`src/rtl/pixel_pkg.sv`:
```
// Shared pixel FIFO word layout and reader FSM state encoding.
// The color-transform write side packs words with the same field offsets.
package pixel_pkg;

  localparam int PIX_W      = 44;
  localparam int COORD_W    = 10;
  localparam int RGB_W      = 24;
  localparam int X_MSB      = 43;
  localparam int X_LSB      = 34;
  localparam int Y_MSB      = 33;
  localparam int Y_LSB      = 24;
  localparam int RED_MSB    = 23;
  localparam int RED_LSB    = 16;
  localparam int GREEN_MSB  = 15;
  localparam int GREEN_LSB  = 8;
  localparam int BLUE_MSB   = 7;
  localparam int BLUE_LSB   = 0;

  localparam int H_RES_DEF  = 640;
  localparam int V_RES_DEF  = 480;
  localparam int ADDR_W_DEF = 19;

  typedef enum logic [1:0] {
    S_IDLE  = 2'd0,
    S_READ  = 2'd1,
    S_LATCH = 2'd2,
    S_WRITE = 2'd3
  } state_t;

  function automatic logic [COORD_W-1:0] pix_x(input logic [PIX_W-1:0] w);
    return w[X_MSB:X_LSB];
  endfunction

  function automatic logic [COORD_W-1:0] pix_y(input logic [PIX_W-1:0] w);
    return w[Y_MSB:Y_LSB];
  endfunction

  function automatic logic [RGB_W-1:0] pix_rgb(input logic [PIX_W-1:0] w);
    return {w[RED_MSB:RED_LSB], w[GREEN_MSB:GREEN_LSB], w[BLUE_MSB:BLUE_LSB]};
  endfunction

endpackage

```
`src/rtl/pixel_fifo_reader_if.sv`:
```
// FIFO read port plus frame-buffer write port of the pixel FIFO reader.
// master = the reader, slave = the FIFO/memory-controller environment.
interface pixel_fifo_reader_if
  import pixel_pkg::*;
#(
  parameter int ADDR_W = ADDR_W_DEF
);

  logic              rdempty;
  logic [PIX_W-1:0]  q_i;
  logic              rdreq;
  logic              rdclk_25;
  logic              mem_wr_o;
  logic [ADDR_W-1:0] mem_addr_o;
  logic [RGB_W-1:0]  mem_data_o;
  logic              mem_ack_i;

  modport master (
    input  rdempty, q_i, mem_ack_i,
    output rdreq, rdclk_25, mem_wr_o, mem_addr_o, mem_data_o
  );

  modport slave (
    output rdempty, q_i, mem_ack_i,
    input  rdreq, rdclk_25, mem_wr_o, mem_addr_o, mem_data_o
  );

endinterface

```
`src/rtl/pixel_fifo_reader_fb_addr_calc.sv`:
```
// Combinational linear frame-buffer address y*H_RES + x with on-screen check.
module fb_addr_calc
  import pixel_pkg::*;
#(
  parameter int H_RES  = H_RES_DEF,
  parameter int V_RES  = V_RES_DEF,
  parameter int ADDR_W = ADDR_W_DEF
)
(
  input  logic [COORD_W-1:0] x,
  input  logic [COORD_W-1:0] y,
  output logic [ADDR_W-1:0]  addr,
  output logic               in_range
);

  generate
    if (H_RES == 640) begin : g_shift
      // 640 = 512 + 128, so the stride multiply reduces to two shifts and adds
      always_comb begin
        addr = (ADDR_W'(y) << 4'd9) + (ADDR_W'(y) << 4'd7) + ADDR_W'(x);
      end
    end else begin : g_mult
      // Generic stride multiply for other line lengths
      always_comb begin
        addr = ADDR_W'(y) * ADDR_W'(H_RES) + ADDR_W'(x);
      end
    end
  endgenerate

  // Coordinates compared at 32 bits so any H_RES/V_RES value is honoured
  always_comb begin
    in_range = (32'(x) < 32'(H_RES)) && (32'(y) < 32'(V_RES));
  end

endmodule

```
`src/rtl/pixel_fifo_reader.sv`:
```
// Pops packed pixels from the pixel FIFO and writes them to the frame buffer.
// Optional macro PIXEL_DROP_CNT_EN adds a saturating dropped-pixel counter drop_cnt_o.
module pixel_fifo_reader
  import pixel_pkg::*;
#(
  parameter int H_RES  = H_RES_DEF,
  parameter int V_RES  = V_RES_DEF,
  parameter int ADDR_W = ADDR_W_DEF
)
(
  input  logic                clk_25,
  input  logic                reset,
  pixel_fifo_reader_if.master bus
`ifdef PIXEL_DROP_CNT_EN
  ,
  output logic [15:0]         drop_cnt_o
`endif
);

  state_t            state_r, state_s;
  logic              rdreq_r, rdreq_s;
  logic              mem_wr_r, mem_wr_s;
  logic [ADDR_W-1:0] mem_addr_r, mem_addr_s;
  logic [RGB_W-1:0]  mem_data_r, mem_data_s;
  logic [ADDR_W-1:0] calc_addr_s;
  logic              in_range_s;

  fb_addr_calc #(
    .H_RES  (H_RES),
    .V_RES  (V_RES),
    .ADDR_W (ADDR_W)
  ) u_addr_calc (
    .x        (pix_x(bus.q_i)),
    .y        (pix_y(bus.q_i)),
    .addr     (calc_addr_s),
    .in_range (in_range_s)
  );

  // Next-state and next-output logic; outputs hold unless a state changes them
  always_comb begin
    state_s    = state_r;
    rdreq_s    = 1'b0;
    mem_wr_s   = mem_wr_r;
    mem_addr_s = mem_addr_r;
    mem_data_s = mem_data_r;
    case (state_r)
      S_IDLE: begin
        if (!bus.rdempty) begin
          rdreq_s = 1'b1;
          state_s = S_READ;
        end else begin
          state_s = S_IDLE;
        end
      end
      S_READ: begin
        state_s = S_LATCH;
      end
      S_LATCH: begin
        if (in_range_s) begin
          mem_addr_s = calc_addr_s;
          mem_data_s = pix_rgb(bus.q_i);
          mem_wr_s   = 1'b1;
          state_s    = S_WRITE;
        end else begin
          mem_wr_s = 1'b0;
          state_s  = S_IDLE;
        end
      end
      S_WRITE: begin
        if (bus.mem_ack_i) begin
          mem_wr_s = 1'b0;
          state_s  = S_IDLE;
        end else begin
          state_s = S_WRITE;
        end
      end
      default: begin
        mem_wr_s = 1'b0;
        state_s  = S_IDLE;
      end
    endcase
  end

  // State and registered outputs; reset cancels any pending write at once
  always_ff @(posedge clk_25 or negedge reset) begin
    if (!reset) begin
      state_r    <= S_IDLE;
      rdreq_r    <= 1'b0;
      mem_wr_r   <= 1'b0;
      mem_addr_r <= '0;
      mem_data_r <= '0;
    end else begin
      state_r    <= state_s;
      rdreq_r    <= rdreq_s;
      mem_wr_r   <= mem_wr_s;
      mem_addr_r <= mem_addr_s;
      mem_data_r <= mem_data_s;
    end
  end

  assign bus.rdreq      = rdreq_r;
  assign bus.rdclk_25   = clk_25;
  assign bus.mem_wr_o   = mem_wr_r;
  assign bus.mem_addr_o = mem_addr_r;
  assign bus.mem_data_o = mem_data_r;

`ifdef PIXEL_DROP_CNT_EN
  logic [15:0] drop_cnt_r;
  logic        drop_hit_s;

  assign drop_hit_s = (state_r == S_LATCH) && !in_range_s;

  // Saturating count of off-screen pixels discarded in S_LATCH
  always_ff @(posedge clk_25 or negedge reset) begin
    if (!reset) begin
      drop_cnt_r <= 16'd0;
    end else if (drop_hit_s && (drop_cnt_r != 16'hFFFF)) begin
      drop_cnt_r <= drop_cnt_r + 16'd1;
    end else begin
      drop_cnt_r <= drop_cnt_r;
    end
  end

  assign drop_cnt_o = drop_cnt_r;
`endif

endmodule

```
`src/flat_wrapper.sv`:
```
// flat-port wrapper written by rule: the top's interface ports become plain ports
module pixel_fifo_reader_flat import pixel_pkg::*;
#(
  parameter int H_RES  = H_RES_DEF,
  parameter int V_RES  = V_RES_DEF,
  parameter int ADDR_W = ADDR_W_DEF
)
  (clk_25, reset, bus_rdempty, bus_q_i, bus_mem_ack_i, bus_rdreq, bus_rdclk_25, bus_mem_wr_o, bus_mem_addr_o, bus_mem_data_o);
  pixel_fifo_reader_if #(.ADDR_W(ADDR_W)) bus_i ();
  input  logic clk_25;
  input  logic reset;
  input wire logic [$bits(bus_i.rdempty)-1:0] bus_rdempty;
  input wire logic [$bits(bus_i.q_i)-1:0] bus_q_i;
  input wire logic [$bits(bus_i.mem_ack_i)-1:0] bus_mem_ack_i;
  output wire logic [$bits(bus_i.rdreq)-1:0] bus_rdreq;
  output wire logic [$bits(bus_i.rdclk_25)-1:0] bus_rdclk_25;
  output wire logic [$bits(bus_i.mem_wr_o)-1:0] bus_mem_wr_o;
  output wire logic [$bits(bus_i.mem_addr_o)-1:0] bus_mem_addr_o;
  output wire logic [$bits(bus_i.mem_data_o)-1:0] bus_mem_data_o;
  assign bus_i.rdempty = bus_rdempty;
  assign bus_i.q_i = bus_q_i;
  assign bus_i.mem_ack_i = bus_mem_ack_i;
  assign bus_rdreq = bus_i.rdreq;
  assign bus_rdclk_25 = bus_i.rdclk_25;
  assign bus_mem_wr_o = bus_i.mem_wr_o;
  assign bus_mem_addr_o = bus_i.mem_addr_o;
  assign bus_mem_data_o = bus_i.mem_data_o;
  pixel_fifo_reader #(.H_RES(H_RES), .V_RES(V_RES), .ADDR_W(ADDR_W)) u_core (.clk_25(clk_25), .reset(reset), .bus(bus_i));
endmodule
```
`config.mk`:
```
export PLATFORM = sky130hd
export DESIGN_NAME = pixel_fifo_reader_flat
export DESIGN_NICKNAME = d
export VERILOG_FILES = /design/src/rtl/pixel_pkg.sv /design/src/rtl/pixel_fifo_reader_if.sv /design/src/rtl/pixel_fifo_reader_fb_addr_calc.sv /design/src/rtl/pixel_fifo_reader.sv /design/src/flat_wrapper.sv
export SDC_FILE = /design/constraint.sdc
export NUM_CORES = 1
export LEC_CHECK = 0
export BUFFER_PORTS_ARGS = -buffer_cell sky130_fd_sc_hd__buf_2
export CELL_PAD_IN_SITES_DETAIL_PLACEMENT = 2
export CELL_PAD_IN_SITES_GLOBAL_PLACEMENT = 2
export CORE_AREA = 2 2 90 92
export CTS_BUF_LIST = sky130_fd_sc_hd__clkbuf_4
export CTS_CLUSTER_DIAMETER = 60
export DETAILED_ROUTE_END_ITERATION = 8
export DIE_AREA = 0 0 92 94
export PLACE_DENSITY_LB_ADDON = 0.15
export SYNTH_ARGS = -nofsm -noshare
export SYNTH_HDL_FRONTEND = slang
export SYNTH_SLANG_ARGS = --single-unit
```
`constraint.sdc`:
```
create_clock -name clk_25 -period 2 [get_ports clk_25]
set_input_delay 0.1 -clock clk_25 [delete_from_list [all_inputs] [get_ports clk_25]]
set_output_delay 0.1 -clock clk_25 [all_outputs]
set_load 0.02 [all_outputs]
```
After elaboration in Yosys (flattened, before gate mapping)

Cells that the tools add are included.
W data, S select, Z words.

Input port bits: 48
Flip-flop bits (word level): 47
Output and inout port bits: 46

$add $sub $neg: 2
Mux-type cells: 9
Order comparisons: 2
Reduce and logical (&&, ||, !) cells: 5
Eq/ne operators: 4

Operators with widths:

| kind                   | count |
|---|---|
| $add A19 B10 Y19       | 1 |
| $add A19 B17 Y19       | 1 |
| $lt A10 B10 Y1 const B | 1 |
| $lt A10 B9 Y1 const B  | 1 |
| $pmux W2 S4            | 1 |
| $mux W1                | 5 |
| $eq A2 B2 Y1 const B   | 2 |
| $mux W2                | 2 |
| $reduce_and A2 Y1      | 2 |
| $eq A2 B1 Y1 const B   | 1 |
| $logic_not A2 Y1       | 1 |
| $ne A2 B2 Y1 const B   | 1 |
| $pmux W1 S2            | 1 |
| $reduce_bool A2 Y1     | 1 |
| $logic_and A1 B1 Y1    | 1 |

Logic depth before layout (Yosys ltp)

Gate-level depths: netlist of run 1.

Depth after elaboration: 4
Mapped depth: 9
Gate-level depth less buffers: 9

Modules after synthesis

From an unflattened synthesis of run 1, not the netlist that was laid out.

Cell total of the unflattened synthesis: 190
Area total of the unflattened synthesis: 2617.5 µm²

Modules (own cells, without submodules):

| module            | cells an instance | sequential area each (µm²) | instances | area an instance (µm²) |
|---|---|---|---|---|
| pixel_fifo_reader | 109               | 1176.1                     | 1         | 1965.6 |
| fb_addr_calc      | 81                | 0.0                        | 1         | 651.9 |

==> results of run 1 <==
[per-layer routing]
layer / vias up / routed length (um)
met4: 0 / 78
met3: 7 / 394
met1: 995 / 3110
li1: 960 / -
met5: - / 0
met2: 62 / 4000
[metrics by stage]
step,hold slack [ns],utilization (%),cells,cell area (um2)
after floorplan,-0.196,-,191,2330
after global placement,0.0932,39.0,390,2970
after detailed placement,0.0910,39.0,390,2970
after CTS,0.0441,44.5,435,3390
after global routing,0.0672,44.5,435,3390
final,0.0568,44.5,435,3390
[flip-flops by register name (all words and copies together) (netlist names)]
signal,count
u_core.bus.mem_data_o,24
u_core.bus.mem_addr_o,19
u_core.state_r,2
u_core.bus.mem_wr_o,1
u_core.bus.rdreq,1
[final timing paths]
kind,slack (ns),endpoint,start,cells past startpoint
min in group asynchronous,0.14,u_core.bus.mem_addr_o[0],reset,2
max in group asynchronous,1.24,u_core.bus.mem_addr_o[3],reset,3
max,0.26,u_core.bus.mem_addr_o[18],bus_q_i[24],10
min reg2reg,0.51,u_core.bus.mem_addr_o[16],u_core.bus.mem_addr_o[16],2
max reg2reg,0.42,u_core.bus.mem_data_o[12],u_core.state_r[0],4
min,0.06,u_core.bus.mem_addr_o[18],bus_q_i[32],4
[final cells by class]
class	count	area share [%]
inverters	7	0.775
well taps	102	3.77
clock buffers	9	1.92
multi-input cells	130	32.2
repair buffers	138	26.4
flip-flops and latches	47	34.7
clock inverters	2	0.258
[Yosys cell counts, drive strengths merged]
master  number
a21o         3
mux2        34
o31ai        3
a21oi        5
a221o        1
o31a         1
nor3b        1
a31oi        1
xor2         3
nor4         1
or4          1
ha          19
nand2       19
nand3        1
o311a        1
o21ai       15
nor3         1
buf          7
nand2b       1
nor2         7
a21boi       2
a211oi       3
inv          7
dfrtp       47
or3b         1
fa           2
xnor2        1
nand4        3
[timing repair]
action	in CTS	in global routing
endpoints found under the hold margin	67	0
hold buffers	35	0
setup buffers	0	0
[kinds of logic (layout without fill, tap and decap cells)]
family                   after synthesis  after routing
flip-flops                            47             47
AND/OR/NAND/NOR                       36             36
AO/OA/AOI/OAI                         35             35
multiplexers                          34             34
adder cells (fa/ha/maj)               21             21
buffers and inverters                 14            156
XOR/XNOR                               4              4
[placed cells by master, fill, tap and decap left out, types with 2 or more instances in the layout]
cell	count
sky130_fd_sc_hd__nor2_1	7
sky130_fd_sc_hd__a21o_1	3
sky130_fd_sc_hd__inv_1	7
sky130_fd_sc_hd__dfrtp_1	47
sky130_fd_sc_hd__buf_4	11
sky130_fd_sc_hd__buf_2	93
sky130_fd_sc_hd__mux2_1	3
sky130_fd_sc_hd__nand2_1	19
sky130_fd_sc_hd__o21ai_1	2
sky130_fd_sc_hd__clkbuf_4	8
sky130_fd_sc_hd__a21oi_1	4
sky130_fd_sc_hd__mux2_2	31
sky130_fd_sc_hd__a211oi_1	2
sky130_fd_sc_hd__ha_1	19
sky130_fd_sc_hd__o21ai_0	13
sky130_fd_sc_hd__xor2_1	3
sky130_fd_sc_hd__o31ai_1	3
sky130_fd_sc_hd__dlygate4sd3_1	35
sky130_fd_sc_hd__nand4_1	3
[where the power goes]
part / switching [mW] / internal (mW)
Combinational: 1.20 / 0.834
Clock: 0.334 / 0.205
Sequential: 0.278 / 1.41
[worst max-delay path, cell delays in order]
cell	delay, ns
sky130_fd_sc_hd__buf_2	0.10
sky130_fd_sc_hd__inv_1	0.05
sky130_fd_sc_hd__fa_1	0.52
sky130_fd_sc_hd__inv_1	0.06
sky130_fd_sc_hd__fa_2	0.35
sky130_fd_sc_hd__a211oi_2	0.23
sky130_fd_sc_hd__nor2_1	0.11
sky130_fd_sc_hd__a221o_1	0.36
sky130_fd_sc_hd__a21oi_1	0.13
sky130_fd_sc_hd__o21ai_1	0.07
==> flow_metrics.py, run 1 <==
metrics = {
    "pwr": {
        "power.total_mw": 4.26,
        "worst_case_vdd_ir_drop_mv": 0.301,
        "power.density_cell_area_mw_per_mm2": 1260,
        "leakagePower_nw": 1.73,
    },
    "clock_tree": {
        "clk_pin_slew_ns": 0.13,
        "clock_tree_from_tritoncts": "built",
        "worstSkewPairLatency_ns": 0.46,
        "post_cts_gate_resize_count": 0,
    },
    "synthesis": {
        "post_synth_main_area_contributors": "sky130_fd_sc_hd__dfrtp_1 51%, sky130_fd_sc_hd__mux2_2 15%, sky130_fd_sc_hd__ha_1 10%",
        "synthDominantAreaCellType": "sky130_fd_sc_hd__dfrtp_1",
        "synthDistinctLibCells": 34,
        "synth-compound-area-share_pct": 9.70,
        "postSynthCellCount": 191,
        "mappedNetlistArea_mm2": 0.00232,
        "synth_adder_area_share_pct": 12.0,
        "post_synth_and_or_nand_nor_area_fraction_pct": 7.00,
        "ys_ff_latch": 47,
        "synthXorXnorAreaFrac_pct": 1.51,
        "yosysSeqAreaShare_pct": 50.6,
        "synth_area_per_cell_um2": 12.2,
        "mappedNetlistNets": 260,
        "count_of_synthesis_stage_warnings_from_yosys": 0,
        "synth_mux_area_share_pct": 16.5,
        "synthDominantCellAreaShare_pct": 50.6,
        "synth_top_family_by_area": "multiplexers",
    },
    "die": {
        "initial_core_util_pct": 30.5,
        "placeableCoreArea_mm2": 0.00761,
        "chipWidth_um": 92,
        "die_area_mm2": 0.00865,
        "floorplan.rows": 32,
        "io_pins": 94,
        "die_h_um": 94,
    },
    "global_route": {
        "grt_max_degree": 34,
        "grt_use_met3_pct": 3.93,
        "global_route.overflow_total": 0,
        "grt_first_pass_wirelength_mm": 12.5,
        "first_global_vias": 2374,
        "grt-busiest-layer": "met2",
        "gr-usage-met1_pct": 21.8,
        "antenna_violations_before_repair": 0,
        "grt_util_all_layers_pct": 19.0,
        "grt_use_met2_pct": 35.0,
    },
    "sta": {
        "finalMaxSlewViolations": 0,
        "rsz_0062_raised_after_global_routing": "false",
        "final_period_minus_worst_setup_slack_ns": 1.74,
        "max-slew-margin-rel_pct": 67.4,
        "number_of_setup_violations_in_the_final_report": 0,
        "max_slew.worst_pin.slew_ns": 0.488,
        "max_freq_ghz": 0.575,
        "timing.final.crit_share_pct": 87.0,
        "final_critical_path_setup_slack_ns": 0.260,
        "final-hold-violation-count": 0,
        "fin_setup_tns_ns": 0,
        "finalClockSkew_ns": 0.00926,
    },
    "critical_path": {
        "timing.critical_path.arrival_ns": 2.09,
        "worst_ep_required_time_ns": 2.35,
        "crit_path_max_fanout": 3,
        "worstSetupStartpointType": "input port",
        "path_class": "input port to flip-flop",
        "setup.worst_path.end_class": "flip-flop",
    },
    "layout": {
        "multi_input_comb_area_mm2": 0.00109,
        "nets": 402,
        "fillerInstances": 817,
        "final_antenna_diode_count": 0,
        "register_area_mm2": 0.00118,
        "layout-area-overhead-vs-synth_pct": 45.9,
        "fraction_of_final_layout_cells_sized_beyond_drive_strength_1_pct": 44.7,
    },
    "detailed_routing": {
        "final_ant_viol_nets": 0,
        "number_of_design_rule_violations_left_after_detail_routing": 0,
        "firstDrtPassIters": 4,
        "vias": 2024,
        "wl_per_cell_um": 17.4,
        "total_detailed_routing_wirelength_mm": 7.58,
        "average_via_count_per_standard_cell": 4.65,
        "initialDrtViolationCount": 43,
    },
    "place": {
        "dpl.hpwl_mm": 4.95,
        "dpl_ws_ns": -0.263,
        "numPortBuffers": 93,
        "gp_congestion": 0.727,
    },
    "worst_hold_path": {
        "hold_path_class": "input port to flip-flop",
    },
    "flow_run": {
        "cap_violations": 0,
    },
    "status": {
        "outcome": "finished, final reports clean",
    },
}
Power figures use the tool's default switching activity.
==> run 2, diff against run 1 <==
- ABC_AREA: not set -> 1
- CORE_AREA: 2 2 90 92 -> 2 2 97 99
- DIE_AREA: 0 0 92 94 -> 0 0 99 101
==> run 2 against run 1 <==
Combinational power decreased by 7%. Synthesized area rose by 6.0%. Critical path depth is the same. Non-clock buffer count is 7 lower. Clock power is 65% higher. Worst setup slack lost 0.078 ns. Critical path type unchanged. Critical endpoint unchanged. Largest power group unchanged. Highest routed layer unchanged.
==> flow_metrics.py, run 2 <==
metrics = {
    "detailed_routing": {
        "wl_per_cell_um": 14.3,
        "final_ant_viol_nets": 0,
        "number_of_design_rule_violations_left_after_detail_routing": 0,
        "initialDrtViolationCount": 31,
        "total_detailed_routing_wirelength_mm": 7.92,
        "vias": 2526,
        "average_via_count_per_standard_cell": 4.55,
        "firstDrtPassIters": 3,
    },
    "layout": {
        "nets": 511,
        "leading_cell_type_in_the_layout_fill_and_taps_excluded": "sky130_fd_sc_hd__nand2_1",
        "post-route-cell-area_mm2": 0.00355,
        "mostFrequentLayoutCells": "162 x sky130_fd_sc_hd__nand2_1, 93 x sky130_fd_sc_hd__buf_2, 47 x sky130_fd_sc_hd__dfrtp_1, 37 x sky130_fd_sc_hd__dlygate4sd3_1, 19 x sky130_fd_sc_hd__ha_1",
        "largest_register_ffs": 24,
        "finalCoreUtilization_pct": 39.5,
        "fillerInstances": 1079,
        "final-instance-count-excl-fill": 555,
        "layout-area-overhead-vs-synth_pct": 44.2,
        "fraction_of_final_layout_cells_sized_beyond_drive_strength_1_pct": 24.6,
    },
    "global_route": {
        "grt_use_met3_pct": 4.37,
        "gr-usage-met1_pct": 18.5,
        "grt_max_degree": 50,
        "grt_first_pass_wirelength_mm": 13.2,
        "grt-busiest-layer": "met2",
        "grt_use_met2_pct": 31.9,
        "first_global_vias": 2775,
        "antenna_violations_before_repair": 1,
        "global_route.overflow_total": 0,
        "grt_util_all_layers_pct": 16.8,
    },
    "critical_path": {
        "worst_ep_required_time_ns": 2.38,
        "crit_path_max_fanout": 5,
        "setup.worst_path.end_class": "flip-flop",
        "timing.critical_path.arrival_ns": 2.20,
        "worstSetupStartpointType": "input port",
        "worst_setup_path_startpoint": "bus_q_i[33]",
        "critical_path.cell_chain": "dlygate4sd3_1 > buf_2 > ha_1 > ha_1 > nand2_1 > inv_1 > a21oi_1 > nand4_1 > nand3_1 > nand2_1",
        "crit_slowest_cell": "sky130_fd_sc_hd__dlygate4sd3_1",
        "r2r_cells": 6,
        "worst_path_largest_cell_delay_ns": 0.53,
        "reg2reg_start": "u_core.state_r[0]",
        "path_class": "input port to flip-flop",
    },
    "synthesis": {
        "synth-main-ff-cell": "sky130_fd_sc_hd__dfrtp_1",
        "count_of_synthesis_stage_warnings_from_yosys": 0,
        "mappedNetlistArea_mm2": 0.00246,
        "synthDominantAreaCellType": "sky130_fd_sc_hd__dfrtp_1",
        "mappedNetlistNets": 379,
        "synthDominantCellAreaShare_pct": 47.8,
        "postSynthCellCount": 310,
        "synthDistinctLibCells": 22,
        "ys_ff_latch": 47,
        "post_synth_main_area_contributors": "sky130_fd_sc_hd__dfrtp_1 48%, sky130_fd_sc_hd__nand2_1 25%, sky130_fd_sc_hd__ha_1 9.7%",
        "yosysSeqAreaShare_pct": 47.8,
        "async_flop_share_pct": 100,
        "synth-edff-count": 0,
        "synth_area_per_cell_um2": 7.94,
        "most_frequent_cell_after_synthesis": "sky130_fd_sc_hd__nand2_1",
        "post_synth_most_frequent_cells": "162 x sky130_fd_sc_hd__nand2_1, 47 x sky130_fd_sc_hd__dfrtp_1, 19 x sky130_fd_sc_hd__ha_1, 18 x sky130_fd_sc_hd__inv_1, 15 x sky130_fd_sc_hd__nand3_1",
    },
    "flow_run": {
        "cap_violations": 0,
    },
    "sta": {
        "timing.final.crit_share_pct": 90.9,
        "number_of_setup_violations_in_the_final_report": 0,
        "fin_setup_tns_ns": 0,
        "max_slew.worst_pin.slew_ns": 0.811,
        "final_period_minus_worst_setup_slack_ns": 1.82,
        "max-slew-margin-rel_pct": 45.9,
        "rsz_0062_raised_after_global_routing": "false",
        "finalClockSkew_ns": 0.0148,
        "finalMaxSlewViolations": 0,
        "final.hold.worst_slack_ns": 0.109,
        "final-hold-violation-count": 0,
        "max_freq_ghz": 0.550,
    },
    "place": {
        "gp_congestion": 0.846,
        "dpl.hpwl_mm": 5.74,
        "placed_area_mm2": 0.00305,
        "numPortBuffers": 93,
        "dp.cells": 506,
    },
    "worst_hold_path": {
        "hold_path_class": "input port to async pin",
    },
    "die": {
        "floorplan.rows": 35,
        "die_h_um": 101,
        "chipWidth_um": 99,
        "initial_core_util_pct": 27.4,
        "die_area_mm2": 0.0100,
        "placeableCoreArea_mm2": 0.00898,
        "io_pins": 94,
    },
    "status": {
        "outcome": "finished, final reports clean",
    },
    "pwr": {
        "power.density_cell_area_mw_per_mm2": 1240,
        "leakagePower_nw": 2.03,
        "worst_case_vdd_ir_drop_mv": 0.511,
    },
    "clock_tree": {
        "post_cts_setup_buffers": 0,
        "post_cts_gate_resize_count": 0,
        "cts.hold.buffers_added": 37,
        "worstSkewPairLatency_ns": 0.48,
        "clock_tree_from_tritoncts": "built",
        "clk_pin_slew_ns": 0.17,
    },
}
## run 2: path summary, 6_finish.rpt
check,slack (ns),to
worst max register to register,0.30,u_core.bus.mem_addr_o[11]
worst max-delay path,0.18,u_core.bus.mem_addr_o[18]
worst min register to register,0.46,u_core.bus.rdreq
min in group clk_25,0.14,u_core.bus.mem_addr_o[8]
worst min-delay path,0.11,u_core.bus.mem_data_o[0]
max in group asynchronous,1.13,u_core.bus.mem_addr_o[10]
## run 2: per-layer routing
metal | wire length, um | share of wire, %
met1 | 3280 | 41
met2 | 4190 | 53
met3 | 390 | 4.9
met4 | 63 | 0.80
met5 | 0 | 0
## run 2: area by class of cell
class / count / area [um2] / share of cell area [%]
inverter: 19 / 71.3 / 2.01
sequential: 47 / 1180 / 33.1
tap: 111 / 139 / 3.91
clock inverter: 3 / 71.3 / 2.01
clock buffer: 9 / 65.1 / 1.83
multi-input combinational: 234 / 1170 / 32.9
antenna: 1 / 2.50 / 0.0705
timing repair buffer: 131 / 858 / 24.2
## run 2: report_power, final
group          total, mW  internal, mW  leakage, nW  switching, mW
clock network      0.892         0.478       0.0751          0.413
logic               1.89         0.661         1.36           1.23
registers           1.62          1.38        0.588          0.238
## run 2: critical path: cells and delay by family
family / cells / cell delay, ns
AOI/OAI and AO/OA: 1 / 0.26
adders and majority gates: 2 / 0.68
buffers and inverters: 3 / 0.74
and+or+nand+nor: 4 / 0.41
## run 2: through the flow
step           setup WS [ns]  power [mW]
2_1_floorplan          0.253        2.82
3_3_place_gp         0.00687        3.49
3_5_place_dp         -0.0211        3.56
4_1_cts                0.198        4.49
5_1_grt                0.117        4.77
6_report               0.182        4.40
## run 2: kinds of logic (layout without fill, tap and decap cells)
logic type | Yosys count | in the layout | synth area share, %
simple gates | 200 | 200 | 32.5
xor+xnor | 4 | 4 | 1.42
fa+ha+maj | 21 | 21 | 11.3
other cells | 0 | 1 | 0
flops | 47 | 47 | 47.8
compound gates | 9 | 9 | 1.93
buf+inv | 29 | 162 | 5.13
==> run 3, diff against run 2 <==
- CELL_PAD_IN_SITES_DETAIL_PLACEMENT: 2 -> 1
- CELL_PAD_IN_SITES_GLOBAL_PLACEMENT: 2 -> 1
- CORE_AREA: 2 2 97 99 -> 2 2 86 88
- DIE_AREA: 0 0 99 101 -> 0 0 88 90
==> run 3 against run 2 <==
Clock skew rose by 0.0062 ns. Clock-buffer cell count stayed put. Maximum frequency up 1.5%. Utilization increased by 10 points. Register-to-register slack better by 0.05 ns. Highest routed layer unchanged. Critical path type unchanged. Via count is 2.4% lower. Combinational power barely moved.
==> flow_metrics.py, run 3 (same netlist as run 2, synthesis figures left out) <==
metrics = {
    "critical_path": {
        "crit_slowest_cell": "sky130_fd_sc_hd__dlygate4sd3_1",
        "timing.critical_path.arrival_ns": 2.11,
        "critical_path.cell_chain": "dlygate4sd3_1 > buf_2 > ha_1 > ha_1 > fa_1 > nand2_1 > nand3_1 > nand2_1 > xor2_1 > o21ai_0",
        "worst_path_largest_cell_delay_ns": 0.53,
        "setup.worst_path.end_class": "flip-flop",
        "path_class": "input port to flip-flop",
        "worst_ep_required_time_ns": 2.32,
        "crit_path_max_fanout": 4,
        "r2r_cells": 6,
        "worstSetupStartpointType": "input port",
    },
    "clock_tree": {
        "worstSkewPairLatency_ns": 0.46,
        "post_cts_setup_buffers": 0,
        "clk_pin_slew_ns": 0.15,
        "post_cts_gate_resize_count": 0,
        "clock_tree_from_tritoncts": "built",
    },
    "sta": {
        "final_period_minus_worst_setup_slack_ns": 1.79,
        "max-slew-margin-rel_pct": 46.8,
        "number_of_setup_violations_in_the_final_report": 0,
        "fin_setup_tns_ns": 0,
        "timing.final.crit_share_pct": 89.5,
        "finalClockSkew_ns": 0.0210,
        "max_slew.worst_pin.slew_ns": 0.797,
        "rsz_0062_raised_after_global_routing": "false",
        "finalMaxSlewViolations": 0,
        "final.hold.worst_slack_ns": 0.0739,
        "max_freq_ghz": 0.558,
        "final-hold-violation-count": 0,
    },
    "die": {
        "die_h_um": 90,
        "floorplan.rows": 31,
        "chipWidth_um": 88,
        "placeableCoreArea_mm2": 0.00702,
        "die_area_mm2": 0.00792,
        "io_pins": 94,
        "initial_core_util_pct": 35.1,
    },
    "layout": {
        "largest_register_ffs": 24,
        "finalCoreUtilization_pct": 49.5,
        "layout-area-overhead-vs-synth_pct": 41.3,
        "multi_input_comb_area_mm2": 0.00117,
        "nets": 513,
        "leading_cell_type_in_the_layout_fill_and_taps_excluded": "sky130_fd_sc_hd__nand2_1",
        "mostFrequentLayoutCells": "162 x sky130_fd_sc_hd__nand2_1, 93 x sky130_fd_sc_hd__buf_2, 47 x sky130_fd_sc_hd__dfrtp_1, 37 x sky130_fd_sc_hd__dlygate4sd3_1, 19 x sky130_fd_sc_hd__ha_1",
        "fraction_of_final_layout_cells_sized_beyond_drive_strength_1_pct": 24.5,
        "fillerInstances": 902,
        "register_area_mm2": 0.00118,
        "final_antenna_diode_count": 0,
    },
    "pwr": {
        "power.clock.fraction_pct": 13.9,
        "power.density_cell_area_mw_per_mm2": 1170,
        "pwr-share-seq_pct": 39.6,
        "netSwitchingFraction_pct": 44.6,
        "net-switching-power_mw": 1.81,
        "p_int_mw": 2.25,
        "comb_power_share_pct": 46.5,
        "leakagePower_nw": 2.00,
        "worst_case_vdd_ir_drop_mv": 0.714,
    },
    "global_route": {
        "grt_max_degree": 50,
        "antenna_violations_before_repair": 0,
        "global_route.overflow_total": 0,
        "grt_util_all_layers_pct": 19.9,
        "grt_first_pass_wirelength_mm": 12.2,
        "first_global_vias": 2629,
    },
    "detailed_routing": {
        "average_via_count_per_standard_cell": 4.53,
        "initialDrtViolationCount": 66,
        "vias": 2466,
        "total_detailed_routing_wirelength_mm": 7.33,
        "final_ant_viol_nets": 0,
        "wl_per_cell_um": 13.5,
        "number_of_design_rule_violations_left_after_detail_routing": 0,
        "firstDrtPassIters": 4,
    },
    "worst_hold_path": {
        "hold_path_class": "input port to async pin",
    },
    "flow_run": {
        "cap_violations": 0,
    },
    "status": {
        "outcome": "finished, final reports clean",
    },
    "place": {
        "gp_congestion": 0.827,
        "numPortBuffers": 93,
        "dpl.hpwl_mm": 5.11,
    },
}
## run 3: changes by cell type in the layout (fill, tap and decap cells not counted), sizes merged
cell	before	now
inv	20	19
clkinv	0	2
diode	1	0
clkinvlp	0	1
buf	95	97
bufinv	2	0
## run 3: routing by layer
metal  up-vias  routed length (um)  global-route usage (%)
met2        60                3710                    34.2
met5         -                   0                       0
met1      1176                3170                    24.0
met4         0                  46                    5.13
li1       1226                   -                       -
met3         4                 408                    5.69
## run 3: metrics by stage
stage / power, mW / instance area [um2] / setup slack, ns / instances
after floorplan: 2.82 / 2460 / 0.253 / 310
after global placement: 3.46 / 3030 / 0.0259 / 496
after detailed placement: 3.51 / 3030 / -0.0355 / 496
after CTS: 4.11 / 3480 / 0.208 / 544
after global routing: 4.40 / 3480 / 0.0694 / 544
final: 4.06 / 3480 / 0.209 / 544
## run 3: power groups by stage
stage | Clock, mW | Sequential [mW] | Combinational [mW]
final | 0.564 | 1.61 | 1.89
after global routing | 0.634 | 1.67 | 2.10
after CTS | 0.596 | 1.61 | 1.91
after detailed placement | 0.0467 | 1.62 | 1.85
after global placement | 0.0467 | 1.61 | 1.80
after floorplan | 0.0584 | 2.14 | 0.625
## run 3: worst max-delay path, delay by kind of cell
family,cells,cell delay (ns)
fa+ha+maj,3,0.85
buf+inv,2,0.66
simple gates,3,0.26
xor+xnor,1,0.14
compound gates,1,0.10
## run 3: cell type report
cell class	instances	share of cell area [%]
Clock buffer	9	1.87
Clock inverter	3	0.432
Inverter	19	2.05
Multi-Input combinational cell	234	33.5
Sequential cell	47	33.8
Tap cell	99	3.56
Timing Repair Buffer	133	24.7
## run 3: repair_timing
action | 4_1_cts | 5_1_grt
endpoints found under the hold margin | 84 | 0
hold buffers | 37 | 0
endpoints found under the setup margin | 0 | 0
## run 3: path summary, 6_finish.rpt
| check | from | end | slack, ns |
|---|---|---|---|
| worst max register to register | u_core.state_r[0] | u_core.bus.mem_addr_o[12] | 0.35 |
| worst max-delay path | bus_q_i[41] | u_core.bus.mem_addr_o[12] | 0.21 |
| worst min register to register | u_core.state_r[0] | u_core.bus.rdreq | 0.47 |
| min in group clk_25 | bus_q_i[32] | u_core.bus.mem_addr_o[17] | 0.14 |
| worst min-delay path | reset | u_core.bus.mem_data_o[4] | 0.07 |
| max in group asynchronous | reset | u_core.bus.mem_data_o[16] | 1.34 |
